### config.mk
export PLATFORM = sky130hd
export DESIGN_NAME = alu_sequencer_flat
export DESIGN_NICKNAME = d
export VERILOG_FILES = /design/src/rtl/alu_sequencer_if.sv /design/src/rtl/alu_sequencer.sv /design/src/flat_wrapper.sv
export SDC_FILE = /design/constraint.sdc
export NUM_CORES = 1
export LEC_CHECK = 0
export BUFFER_PORTS_ARGS = -buffer_cell sky130_fd_sc_hd__buf_2
export CAP_MARGIN = 20
export CORE_UTILIZATION = 36
export CTS_CLUSTER_SIZE = 20
export DETAILED_ROUTE_END_ITERATION = 7
export PLACE_DENSITY_LB_ADDON = 0.05
export SLEW_MARGIN = 10
export SYNTH_ARGS = -nofsm -noshare
export SYNTH_HDL_FRONTEND = slang
export SYNTH_SLANG_ARGS = --single-unit
export TNS_END_PERCENT = 50
### constraint.sdc
create_clock -name clk -period 3.15 [get_ports clk]
set_input_delay 0.1575 -clock clk [delete_from_list [all_inputs] [get_ports clk]]
set_output_delay 0.1575 -clock clk [all_outputs]
set_load 0.1 [all_outputs]
### src/rtl/alu_sequencer_if.sv
// Sequencer-side bundle: instruction fetch port, register-file port and ALU operand/result port.
interface alu_sequencer_if #(
    parameter int PC_W = 8
);
    logic            imem_req;
    logic [PC_W-1:0] imem_addr;
    logic            imem_ack;
    logic [11:0]     imem_data;
    logic [2:0]      rf_addr;
    logic [7:0]      rf_rdata;
    logic            rf_we;
    logic [7:0]      rf_wdata;
    logic [3:0]      alu_instr_code;
    logic [7:0]      alu_acc;
    logic [7:0]      alu_reg;
    logic [7:0]      alu_result;
    logic            alu_flag_z;
    logic            alu_flag_cy;
    logic            alu_flag_p;
    logic            alu_flag_s;

    modport master (
        output imem_req, imem_addr, input imem_ack, imem_data,
        output rf_addr, input rf_rdata, output rf_we, rf_wdata,
        output alu_instr_code, alu_acc, alu_reg,
        input  alu_result, alu_flag_z, alu_flag_cy, alu_flag_p, alu_flag_s
    );

    modport slave (
        input  imem_req, imem_addr, output imem_ack, imem_data,
        input  rf_addr, output rf_rdata, input rf_we, rf_wdata,
        input  alu_instr_code, alu_acc, alu_reg,
        output alu_result, alu_flag_z, alu_flag_cy, alu_flag_p, alu_flag_s
    );
endinterface

### src/rtl/alu_sequencer.sv
// Multi-cycle control unit for the 8-bit accumulator datapath:
// FETCH -> DECODE -> EXECUTE per instruction, with a sticky HALT left only through rst.
module alu_sequencer #(
    parameter int              PC_W     = 8,
    parameter logic [PC_W-1:0] RESET_PC = '0
) (
    input  logic            clk,
    input  logic            rst,
    input  logic            start,
    alu_sequencer_if.master bus,
    output logic [7:0]      acc,
    output logic [4:0]      flags,
    output logic [PC_W-1:0] pc,
    output logic            busy,
    output logic            halted
);
    typedef enum logic [2:0] {S_IDLE, S_FETCH, S_DECODE, S_EXEC, S_HALT} state_t;

    localparam logic [3:0] C_ALU  = 4'd0;
    localparam logic [3:0] C_LDA  = 4'd1;
    localparam logic [3:0] C_STA  = 4'd2;
    localparam logic [3:0] C_LDI  = 4'd3;
    localparam logic [3:0] C_JMP  = 4'd4;
    localparam logic [3:0] C_JZ   = 4'd5;
    localparam logic [3:0] C_JC   = 4'd6;
    localparam logic [3:0] C_HALT = 4'd7;
    localparam logic [3:0] ALU_ADD = 4'd0;

    // flags bit positions: {s,p,ov,cy,z}; ov is never written and stays 0
    localparam int F_Z = 0, F_CY = 1, F_P = 3, F_S = 4;

    state_t     state, state_nx;
    logic [11:0] ir;
    logic [3:0]  cls;
    logic [PC_W-1:0] target;

    assign cls    = ir[11:8];
    assign target = PC_W'(ir[7:0]);

    assign bus.imem_addr      = pc;
    assign bus.rf_addr        = ir[2:0];
    assign bus.rf_wdata       = acc;
    assign bus.alu_instr_code = ir[7:4];
    assign bus.alu_acc        = acc;
    assign bus.alu_reg        = bus.rf_rdata;

    always_ff @(posedge clk or posedge rst) begin
        if (rst) state <= S_IDLE;
        else     state <= state_nx;
    end

    always_comb begin
        state_nx = state;
        case (state)
            S_IDLE:   if (start) state_nx = S_FETCH;
            S_FETCH:  if (bus.imem_ack) state_nx = S_DECODE;
            S_DECODE: state_nx = S_EXEC;
            S_EXEC:   state_nx = (cls == C_HALT) ? S_HALT : S_FETCH;
            S_HALT:   state_nx = S_HALT;
            default:  state_nx = S_IDLE;
        endcase
    end

    // Outputs decode straight from state so reset removes imem_req without a clock edge
    always_comb begin
        bus.imem_req = (state == S_FETCH);
        bus.rf_we    = (state == S_EXEC) && (cls == C_STA);
        busy         = (state == S_FETCH) || (state == S_DECODE) || (state == S_EXEC);
        halted       = (state == S_HALT);
    end

    always_ff @(posedge clk or posedge rst) begin
        if (rst) begin
            pc    <= RESET_PC;
            ir    <= '0;
            acc   <= '0;
            flags <= '0;
        end else begin
            case (state)
                S_IDLE: if (start) pc <= RESET_PC;
                S_FETCH: if (bus.imem_ack) begin
                    ir <= bus.imem_data;
                    pc <= pc + PC_W'(1);
                end
                S_EXEC: begin
                    case (cls)
                        C_ALU: begin
                            acc        <= bus.alu_result;
                            flags[F_Z] <= bus.alu_flag_z;
                            flags[F_P] <= bus.alu_flag_p;
                            flags[F_S] <= bus.alu_flag_s;
                            if (ir[7:4] == ALU_ADD) flags[F_CY] <= bus.alu_flag_cy;
                        end
                        C_LDA: begin
                            acc        <= bus.rf_rdata;
                            flags[F_Z] <= (bus.rf_rdata == 8'h00);
                        end
                        C_LDI: begin
                            acc        <= ir[7:0];
                            flags[F_Z] <= (ir[7:0] == 8'h00);
                        end
                        C_JMP: pc <= target;
                        C_JZ:  if (flags[F_Z])  pc <= target;
                        C_JC:  if (flags[F_CY]) pc <= target;
                        default: ;
                    endcase
                end
                default: ;
            endcase
        end
    end
endmodule

### src/flat_wrapper.sv
// flat-port wrapper written by rule: the top's interface ports become plain ports
module alu_sequencer_flat 
#(
    parameter int              PC_W     = 8,
    parameter logic [PC_W-1:0] RESET_PC = '0
)
  (clk, rst, start, acc, flags, pc, busy, halted, bus_imem_req, bus_imem_addr, bus_imem_ack, bus_imem_data, bus_rf_addr, bus_rf_rdata, bus_rf_we, bus_rf_wdata, bus_alu_instr_code, bus_alu_acc, bus_alu_reg, bus_alu_result, bus_alu_flag_z, bus_alu_flag_cy, bus_alu_flag_p, bus_alu_flag_s);
  alu_sequencer_if #(.PC_W(PC_W)) bus_i ();
  input  logic clk;
  input  logic rst;
  input  logic start;
  output logic [7:0] acc;
  output logic [4:0] flags;
  output logic [PC_W-1:0] pc;
  output logic busy;
  output logic halted;
  output wire logic [$bits(bus_i.imem_req)-1:0] bus_imem_req;
  output wire logic [$bits(bus_i.imem_addr)-1:0] bus_imem_addr;
  input wire logic [$bits(bus_i.imem_ack)-1:0] bus_imem_ack;
  input wire logic [$bits(bus_i.imem_data)-1:0] bus_imem_data;
  output wire logic [$bits(bus_i.rf_addr)-1:0] bus_rf_addr;
  input wire logic [$bits(bus_i.rf_rdata)-1:0] bus_rf_rdata;
  output wire logic [$bits(bus_i.rf_we)-1:0] bus_rf_we;
  output wire logic [$bits(bus_i.rf_wdata)-1:0] bus_rf_wdata;
  output wire logic [$bits(bus_i.alu_instr_code)-1:0] bus_alu_instr_code;
  output wire logic [$bits(bus_i.alu_acc)-1:0] bus_alu_acc;
  output wire logic [$bits(bus_i.alu_reg)-1:0] bus_alu_reg;
  input wire logic [$bits(bus_i.alu_result)-1:0] bus_alu_result;
  input wire logic [$bits(bus_i.alu_flag_z)-1:0] bus_alu_flag_z;
  input wire logic [$bits(bus_i.alu_flag_cy)-1:0] bus_alu_flag_cy;
  input wire logic [$bits(bus_i.alu_flag_p)-1:0] bus_alu_flag_p;
  input wire logic [$bits(bus_i.alu_flag_s)-1:0] bus_alu_flag_s;
  assign bus_imem_req = bus_i.imem_req;
  assign bus_imem_addr = bus_i.imem_addr;
  assign bus_i.imem_ack = bus_imem_ack;
  assign bus_i.imem_data = bus_imem_data;
  assign bus_rf_addr = bus_i.rf_addr;
  assign bus_i.rf_rdata = bus_rf_rdata;
  assign bus_rf_we = bus_i.rf_we;
  assign bus_rf_wdata = bus_i.rf_wdata;
  assign bus_alu_instr_code = bus_i.alu_instr_code;
  assign bus_alu_acc = bus_i.alu_acc;
  assign bus_alu_reg = bus_i.alu_reg;
  assign bus_i.alu_result = bus_alu_result;
  assign bus_i.alu_flag_z = bus_alu_flag_z;
  assign bus_i.alu_flag_cy = bus_alu_flag_cy;
  assign bus_i.alu_flag_p = bus_alu_flag_p;
  assign bus_i.alu_flag_s = bus_alu_flag_s;
  alu_sequencer #(.PC_W(PC_W), .RESET_PC(RESET_PC)) u_core (.clk(clk), .rst(rst), .start(start), .bus(bus_i), .acc(acc), .flags(flags), .pc(pc), .busy(busy), .halted(halted));
endmodule
# After elaboration in Yosys (flattened, before gate mapping)

Index checks and enable logic that the tools add are counted.

RAM bits: 0
Register bits after elaboration: 35
Memories kept: 0
Latch bits: 0
Memory bits (read-only): 0
Output and inout bits: 64
Input port bits: 36

Multipliers: 0
Reduce and logical (&&, ||, !) cells: 16
Divide/modulo/power cells: 0
$add $sub $neg: 1
Eq/ne operators: 16
$lt $le $gt $ge: 0
Bitwise operators: 0
Mux-type cells: 12
Shift operators: 0

Operator list:

| cell                                                  | count |
|---|---|
| case mux 8 bit (3 select lines)                       | 3 |
| 2-to-1 mux 8 bit                                      | 4 |
| equality test 4 x 3 -> 1 bit, second input constant   | 4 |
| logical NOT 8 bit                                     | 2 |
| case mux 3 bit (5 select lines)                       | 1 |
| 2-to-1 mux 3 bit                                      | 3 |
| adder 8 x 1 -> 8 bit, second input constant           | 1 |
| equality test 4 x 2 -> 1 bit, second input constant   | 2 |
| logical NOT 4 bit                                     | 2 |
| AND reduction 2 bit                                   | 4 |
| equality test 3 x 2 -> 1 bit, second input constant   | 2 |
| inequality test 3 x 2 -> 1 bit, second input constant | 2 |
| AND reduction 6 bit                                   | 1 |
| nonzero test 3 bit                                    | 2 |
| equality test 4 x 1 -> 1 bit, second input constant   | 1 |
| inequality test 4 bit, second input constant          | 1 |
| equality test 3 x 1 -> 1 bit, second input constant   | 1 |
| equality test 3 bit, second input constant            | 1 |
| logical NOT 3 bit                                     | 1 |
| case mux 1 bit (3 select lines)                       | 1 |
| AND reduction 3 bit                                   | 1 |
| logical OR 1 bit                                      | 2 |
| inequality test 2 x 1 -> 1 bit, second input constant | 1 |
| inequality test 2 bit, second input constant          | 1 |
| logical AND 1 bit                                     | 1 |

# Logic depth before layout (Yosys ltp)

Gate-level depths: netlist of run 1.

Word-level depth: 3
Gate-level depth with buffers: 7
Gate-level depth less buffers: 6

# Least setup slack after synthesis of run 1

OpenSTA, ideal clock, no wires.

Kind: register to output
Start point: register u_core.state[2]
End point: output bus_rf_we
Arrival time: 3.322 ns
Cell stages (with the launch flop): 4
Required time: 2.992 ns
Slack: -0.329 ns
Cell sequence: dfrtp_1 -> nand2b_4 -> or4b_4 -> nor3b_1

Cells in the longest elaborated chain, start to end: 2

RTL lines:

| what                         | line                | RTL |
|---|---|---|
| from (decl)                  | alu_sequencer.sv:32 | `state_t state, state_nx;` |
| from (signal assigned)       | alu_sequencer.sv:49 | `else state <= state_nx;` |
| equality test 3 x 2 -> 1 bit | alu_sequencer.sv:67 | `bus.rf_we = (state == S_EXEC) && (cls == C_STA);` |
| logical AND 1 bit            | alu_sequencer.sv:67 |  |
| to (decl)                    | flat_wrapper.sv:23  | `output wire logic [$bits(bus_i.rf_we)-1:0] bus_rf_we;` |

Every way passes these cells.

# Final worst setup path of run 1

Start point: register u_core.state[1]
End point: output bus_rf_we

Same word-level chain as after synthesis.

==> results.sh, run 1 <==
export IMPL_outcome="completed"
export IMPL_layout_drive_gt1_share_pct=38.9
export IMPL_finalNonFillerCells=378
export IMPL_routedWlPerCell_um=13.6
export IMPL_dr_pass1_iters=4
export IMPL_synthTopCellsByCount="nand2_1, buf_4, dfrtp_1, nor2_1, o21ai_0"
export IMPL_placedCellCount=368
export IMPL_hold_viol_final=0
export IMPL_postCtsSetupBuffers=0
export IMPL_layout_nets=342
export IMPL_ys_warn_count=1
export IMPL_fill_cells=609
export IMPL_netlist_area_um2=2160
export IMPL_worst_slack_ps=854
export IMPL_synth_top_area_cell="dfrtp_1"
export IMPL_slew_headroom_pct=49.9
export IMPL_cts_tree="yes"
export IMPL_finalSetupViolCount=0
export IMPL_setup_tns_ps=0
export IMPL_rsz0062_at_grt="false"
export IMPL_critical_path_max_fanout=16
export IMPL_areaGrowthSynthToFinish_pct=16.3
export IMPL_fp_dieW_um=79.5
export IMPL_synth_adder_area_share_pct=0.578
export IMPL_drc=0
export IMPL_final_setup_skew_ps=3.63
export IMPL_dpl_hpwl_um=3950
export IMPL_synthArstFlopShare_pct=100
export IMPL_pin_count=100
export IMPL_ys_seq_area_share_pct=40.5
export IMPL_drt_iter0_drc=65
export IMPL_synthSimpleGateAreaFrac_pct=21.3
export IMPL_cts_inserted_buffers=5
export IMPL_period_share_pct=72.9
export IMPL_fmax_ghz=0.435
export IMPL_netlist_instances=247
export IMPL_cts_sinks=35
export IMPL_synth_cell_types=46
export IMPL_start_util_pct=38.4
export IMPL_ys_ff_latch=35
export IMPL_crit_type="register to output pin"
export IMPL_clk_pin_slew_worst_paths_ps=70
export IMPL_gp_congestion=0.760
export IMPL_diodes=0
export IMPL_worst_slew_pin_transition_ps=751
export IMPL_synth_nets=284
export IMPL_grt_pass1_vias=1697
export IMPL_dpl_instance_area_um2=2390
export IMPL_grt_overflow_total=0
export IMPL_dp_slack_ps=1170
export IMPL_ff_latch_area_um2=876
export IMPL_synthMuxAreaShare_pct=7.28
export IMPL_antenna_found_initial=0
export IMPL_worstPathArrival_ps=2140
export IMPL_die_h_um=79.5
export IMPL_multi_input_area_um2=921
export IMPL_yosysMostFrequentCell="nand2_1"
export IMPL_postRouteAntennaNets=0
export IMPL_wl_um=5130
export IMPL_synth_xor_area_share_pct=0.809
export IMPL_rows=27
export IMPL_synth_edff_count=0
export IMPL_clkLatencyLatePin_ps=280
export IMPL_hold_buffers=0
export IMPL_cts_resized=0
export IMPL_synth_top_family_by_area="simple AND/OR/NAND/NOR gates"
export IMPL_drv_slew=0
export IMPL_vias_per_cell=4.82
export IMPL_yosys_area_top_type_share_pct=40.5
export IMPL_min_period_ps=2300
export IMPL_hold_path_class="primary input to register"
export IMPL_grt_first_pass_wirelength_um=8230
export IMPL_vias=1822
export IMPL_cts_root_buf="clkbuf_8"
export IMPL_grt_start_max_net_pins=25
export IMPL_syn_area_per_cell_um2=8.76
export IMPL_maxCapViolCount=0
export IMPL_synth_compound_area_share_pct=12.1
export IMPL_final_area_um2=2520
export IMPL_clockBufferDepth=2
export IMPL_io_buffers=98
export IMPL_synth_area_leaders="dfrtp_1, buf_4, nand2_1"
export IMPL_htreeDepth=2
export IMPL_synth_flop_cell="dfrtp_1"
export IMPL_fp_coreArea_um2=5640
export IMPL_track_usage_pct=17.1
export IMPL_die_area_um2=6330
export IMPL_critPathRequiredTime_ps=2990
export IMPL_end_kind="output pin"
export IMPL_cp_start_kind="register"
state kept, by name (all words and copies together) (netlist names):
name                  cells
u_core.bus.imem_addr      8
u_core.acc                8
u_core.ir                12
u_core.state              3
u_core.flags              4
cell families after synthesis:
family          count (synthesis)
buf+inv                        52
fa+ha+maj                       1
flops                          35
compound gates                 42
mux                            15
xor+xnor                        2
other cells                     1
simple gates                   99
cells in the final DEF (no fill, tap or decap), types with 2 or more instances in the layout:
cell / Yosys / layout
nand2_1: 55 / 55
nor2_1: 18 / 18
nor4_1: 3 / 3
nor2b_1: 3 / 3
o21ai_0: 14 / 14
o211ai_1: 2 / 2
a21oi_1: 12 / 12
o31ai_1: 3 / 3
dfrtp_1: 35 / 35
nand2b_1: 2 / 2
buf_2: 1 / 98
inv_1: 2 / 2
mux2_2: 2 / 2
mux2i_1: 12 / 12
clkbuf_8: 0 / 7
and3_1: 3 / 3
nor3_1: 3 / 3
nand3_1: 3 / 3
critical path: stages, from the launching register on:
cell	delay, ps
dfrtp_1	640
or4b_4	570
nor3b_2	200
buf_2	450
cell type report:
cell class / count / share of cell area (%)
clock buffers: 8 / 3.98
inverters: 2 / 0.298
multi-input cells: 160 / 36.6
flip-flops and latches: 35 / 34.8
well taps: 72 / 3.58
repair buffers: 101 / 20.8
worst paths after layout:
path                       depth (start not counted)                      end  slack [ps]         startpoint
max                                                3                bus_rf_we         850    u_core.state[1]
min                                                3            u_core.ir[11]          60  bus_imem_data[11]
max reg2reg                                        5  u_core.bus.imem_addr[7]        1190       u_core.ir[9]
min reg2reg                                        1          u_core.flags[4]         500    u_core.flags[4]
max in group asynchronous                          5             u_core.ir[8]        1990                rst
min in group asynchronous                          3            u_core.acc[3]         450                rst
layer usage:
metal / GRT usage (%) / part of all wire [%]
met1: 21.6 / 45
met5: 0 / 0
met4: 4.91 / 0.97
met3: 4.11 / 5.3
met2: 28.7 / 49
through the flow:
step / util [%] / hold slack (ps)
floorplan: - / 263
global placement: 42.4 / 353
detailed placement: 42.4 / 351
CTS: 44.2 / 52.7
global route: 44.6 / 72.4
finish: 44.6 / 59.7
Power of run 1 is left out: the tool's default activity adds up to more than one toggle a clock period on the data nets, which glitch-free logic cannot reach.
==> run 2, diff against run 1 <==
- clock period: 3.15 -> 1.96 ns (I/O delays scaled with it)
==> results.sh, run 2 (synthesized netlist as in run 1, its figures left out) <==
export IMPL_fill_cells=592
export IMPL_die_h_um=79.5
export IMPL_grt_start_max_net_pins=36
export IMPL_htreeDepth=2
export IMPL_fp_dieW_um=79.5
export IMPL_gp_congestion=0.735
export IMPL_outcome="completed"
export IMPL_routedWlPerCell_um=13.1
export IMPL_period_share_pct=97.3
export IMPL_antenna_found_initial=0
export IMPL_cts_inserted_buffers=5
export IMPL_rows=27
export IMPL_start_util_pct=38.4
export IMPL_maxCapViolCount=0
export IMPL_r2r_slack_ps=170
export IMPL_registers_top_by_ff_count="u_core.ir"
export IMPL_hold_viol_final=0
export IMPL_critPathRequiredTime_ps=1860
export IMPL_dr_pass1_iters=4
export IMPL_cts_sinks=35
export IMPL_largest_register_ffs=12
export IMPL_diodes=0
export IMPL_vias=1815
export IMPL_reg2reg_depth=5
export IMPL_clk_pin_slew_worst_paths_ps=70
export IMPL_crit_type="register to output pin"
export IMPL_placedCellCount=377
export IMPL_areaGrowthSynthToFinish_pct=21.7
export IMPL_grt_first_pass_wirelength_um=8420
export IMPL_worstHoldEndpoint="u_core.ir[4]"
export IMPL_dp_slack_ps=174
export IMPL_clkLatencyLatePin_ps=290
export IMPL_cp_start_kind="register"
export IMPL_drv_slew=0
export IMPL_postCtsSetupBuffers=0
export IMPL_worstPathArrival_ps=1810
export IMPL_dpl_hpwl_um=3840
export IMPL_fp_coreArea_um2=5640
export IMPL_postRouteAntennaNets=0
export IMPL_worst_slew_pin_transition_ps=539
export IMPL_clockBufferDepth=2
export IMPL_track_usage_pct=17.9
export IMPL_end_kind="output pin"
export IMPL_min_period_ps=1910
export IMPL_rsz0062_at_grt="true"
export IMPL_critical_path_max_fanout=5
export IMPL_wl_um=5120
export IMPL_drt_iter0_drc=66
export IMPL_path_cells="nand2b_4 > or4b_4 > nor3b_4 > buf_12"
export IMPL_drc=0
export IMPL_r2r_end="u_core.flags[1]"
export IMPL_cts_root_buf="clkbuf_8"
export IMPL_hold_path_class="primary input to register"
export IMPL_cpPeakStageDelay_ps=530
export IMPL_setup_tns_ps=0
export IMPL_grt_overflow_total=0
export IMPL_io_buffers=98
export IMPL_slew_headroom_pct=63.8
export IMPL_vias_per_cell=4.63
export IMPL_pin_count=100
export IMPL_finalNonFillerCells=392
export IMPL_worstHoldStart="bus_imem_data[4]"
export IMPL_fmax_ghz=0.524
export IMPL_final_setup_skew_ps=3.41
export IMPL_final_cell_mix="buf_2, nand2_1, dfrtp_1, nor2_1, o21ai_0"
export IMPL_worst_slack_ps=52.1
export IMPL_mostFrequentLayoutCell="buf_2"
export IMPL_cts_tree="yes"
export IMPL_critPathSlowestCell="or4b_4"
export IMPL_layout_nets=356
export IMPL_grt_pass1_vias=1747
export IMPL_cts_resized=0
export IMPL_finalSetupViolCount=0
export IMPL_hold_depth=3
export IMPL_timing_rr_start="u_core.state[2]"
export IMPL_layout_drive_gt1_share_pct=39.7
export IMPL_die_area_um2=6330
[run 2: cell count changes in the layout (fill, tap and decap cells not counted), sizes merged]
cell	change
buf	+8
dlygate4sd3	+6
clkbuf	-1
clkinv	+1
[run 2: final cells by class]
class / instances / area (um2) / share of cell area [%]
multi-input cells: 160 / 930 / 35.3
inverters: 2 / 7.51 / 0.285
clock inverters: 1 / 5.00 / 0.190
clock buffers: 7 / 76.3 / 2.90
repair buffers: 115 / 651 / 24.7
well taps: 72 / 90.1 / 3.42
flip-flops and latches: 35 / 876 / 33.2
[run 2: layer usage]
metal | routed length (um) | vias up | track usage (%) | share of wire (%)
met1 | 2410 | 803 | 22.9 | 47
met3 | 217 | 8 | 3.54 | 4.2
met4 | 97 | 0 | 8.18 | 1.9
li1 | - | 947 | - | -
met5 | 0 | - | 0 | 0
met2 | 2400 | 57 | 28.7 | 47
[run 2: repair_timing]
item                       in CTS  in global routing
setup endpoints to repair       0                  1
hold buffers                    7                  0
hold endpoints to repair       41                  0
[run 2: how the worst max path moves through the flow]
stage                                        from                 endpoint  slack (ps)
after floorplan           u_core.bus.imem_addr[0]  u_core.bus.imem_addr[6]        -130
after global placement            u_core.state[2]          u_core.flags[1]         190
after detailed placement          u_core.state[2]          u_core.flags[1]         170
after CTS                         u_core.state[2]                bus_rf_we          10
after global routing              u_core.state[2]                bus_rf_we         -10
final                             u_core.state[2]                bus_rf_we          50
[run 2: through the flow]
stage               cell area, um2  utilization (%)  hold slack [ps]
floorplan                     2180                -              203
global placement              2480             44.0              233
detailed placement            2480             44.0              238
CTS                           2640             46.7             8.26
global route                  2640             46.7             25.6
finish                        2640             46.7             22.1
[run 2: worst max-delay path, delay by kind of cell (launching register included)]
family | cells | cell delay, ps
buffers and inverters | 1 | 200
DFF | 1 | 380
and+or+nand+nor | 3 | 930
Power of run 2 is left out for the same reason.
==> run 3, diff against run 2 <==
- PLACE_DENSITY: unset -> 0.7
- PLACE_DENSITY_LB_ADDON: 0.05 -> unset
==> results.sh, run 3 (synthesized netlist as in run 1, its figures left out) <==
export IMPL_final_setup_skew_ps=6.35
export IMPL_vias_per_cell=4.70
export IMPL_pin_count=100
export IMPL_fp_dieW_um=79.5
export IMPL_finalSetupViolCount=0
export IMPL_layout_nets=353
export IMPL_crit_type="register to output pin"
export IMPL_drt_iter0_drc=64
export IMPL_rows=27
export IMPL_layout_drive_gt1_share_pct=40.4
export IMPL_routedWlPerCell_um=13.1
export IMPL_cts_resized=0
export IMPL_die_h_um=79.5
export IMPL_mostFrequentLayoutCell="buf_2"
export IMPL_worstPathArrival_ps=1820
export IMPL_htreeDepth=2
export IMPL_fmax_ghz=0.520
export IMPL_grt_start_max_net_pins=36
export IMPL_registers_top_by_ff_count="u_core.ir"
export IMPL_clockBufferDepth=2
export IMPL_rsz0062_at_grt="true"
export IMPL_cts_sinks=35
export IMPL_diodes=0
export IMPL_slew_headroom_pct=63.1
export IMPL_worst_slew_pin_transition_ps=549
export IMPL_cts_root_buf="clkbuf_8"
export IMPL_critical_path_max_fanout=5
export IMPL_start_util_pct=38.4
export IMPL_drc=0
export IMPL_clk_pin_slew_worst_paths_ps=70
export IMPL_hold_path_class="primary input to register"
export IMPL_fp_coreArea_um2=5640
export IMPL_track_usage_pct=17.8
export IMPL_period_share_pct=98.1
export IMPL_fill_cells=561
export IMPL_maxCapViolCount=0
export IMPL_cp_start_kind="register"
export IMPL_clkLatencyLatePin_ps=280
export IMPL_critPathRequiredTime_ps=1860
export IMPL_final_cell_mix="buf_2, nand2_1, dfrtp_1, nor2_1, o21ai_0"
export IMPL_wl_um=5080
export IMPL_cts_inserted_buffers=5
export IMPL_cts_tree="yes"
export IMPL_postRouteAntennaNets=0
export IMPL_largest_register_ffs=12
export IMPL_die_area_um2=6330
export IMPL_end_kind="output pin"
export IMPL_areaGrowthSynthToFinish_pct=20.2
export IMPL_setup_tns_ps=0
export IMPL_grt_overflow_total=0
export IMPL_postCtsSetupBuffers=0
export IMPL_grt_first_pass_wirelength_um=8640
export IMPL_vias=1827
export IMPL_antenna_found_initial=0
export IMPL_dr_pass1_iters=4
export IMPL_io_buffers=98
export IMPL_drv_slew=0
export IMPL_outcome="completed"
export IMPL_grt_pass1_vias=1793
export IMPL_min_period_ps=1920
export IMPL_gp_congestion=0.781
export IMPL_hold_viol_final=0
export IMPL_dpl_hpwl_um=3960
-- run 3: cell count changes in the layout (fill, tap and decap cells not counted), sizes merged --
| cell | change |
|---|---|
| dlygate4sd3 | -4 |
| buf | +1 |
-- run 3: per-layer routing --
layer | share of wire [%] | GRT usage, % | vias to the layer above
li1 | - | - | 928
met1 | 44 | 22.1 | 839
met2 | 50 | 29.9 | 53
met3 | 4.2 | 3.43 | 7
met4 | 1.7 | 7.27 | 0
met5 | 0 | 0 | -
-- run 3: worst paths after layout --
path                                        from                 endpoint  slack (ps)  depth (start not counted)
worst max-delay path             u_core.state[2]                bus_rf_we          40                          4
worst min-delay path            bus_imem_data[7]             u_core.ir[7]           5                          3
worst max register to register   u_core.state[2]          u_core.flags[1]         180                          5
worst min register to register     u_core.acc[6]            u_core.acc[6]         510                          2
max in group asynchronous                    rst            u_core.acc[0]        1190                          4
min in group asynchronous                    rst  u_core.bus.imem_addr[5]         460                          4
-- run 3: layout make-up --
cell class                 instances  area, um2  area share, %
multi-input combinational        160        930           35.7
timing repair buffer             112        618           23.7
sequential                        35        876           33.7
inverter                           2       7.51          0.288
clock inverter                     1       5.00          0.192
clock buffer                       7       76.3           2.93
tap                               72       90.1           3.46
-- run 3: worst max-delay path, cell delays in order (launching register included) --
cell and delay, ps:
dfrtp_1 380, nand2b_4 160, or4b_4 530, nor3b_4 250
buf_12 210
-- run 3: metrics by stage --
step	cell area, um2	utilization, %	hold WS (ps)	cells	setup slack, ps
after global routing	2600	46.1	5.69	389	-11.3
after detailed placement	2490	44.2	228	378	189
after floorplan	2180	-	203	247	-130
after global placement	2490	44.2	219	378	208
final	2600	46.1	5.06	389	37.8
after CTS	2600	46.1	0.0191	389	0.687
-- run 3: what timing repair did --
action,4_1_cts,5_1_grt
endpoints found under the setup margin,0,1
hold buffers,3,0
hold endpoints to repair,37,0
Power of run 3 is left out for the same reason.
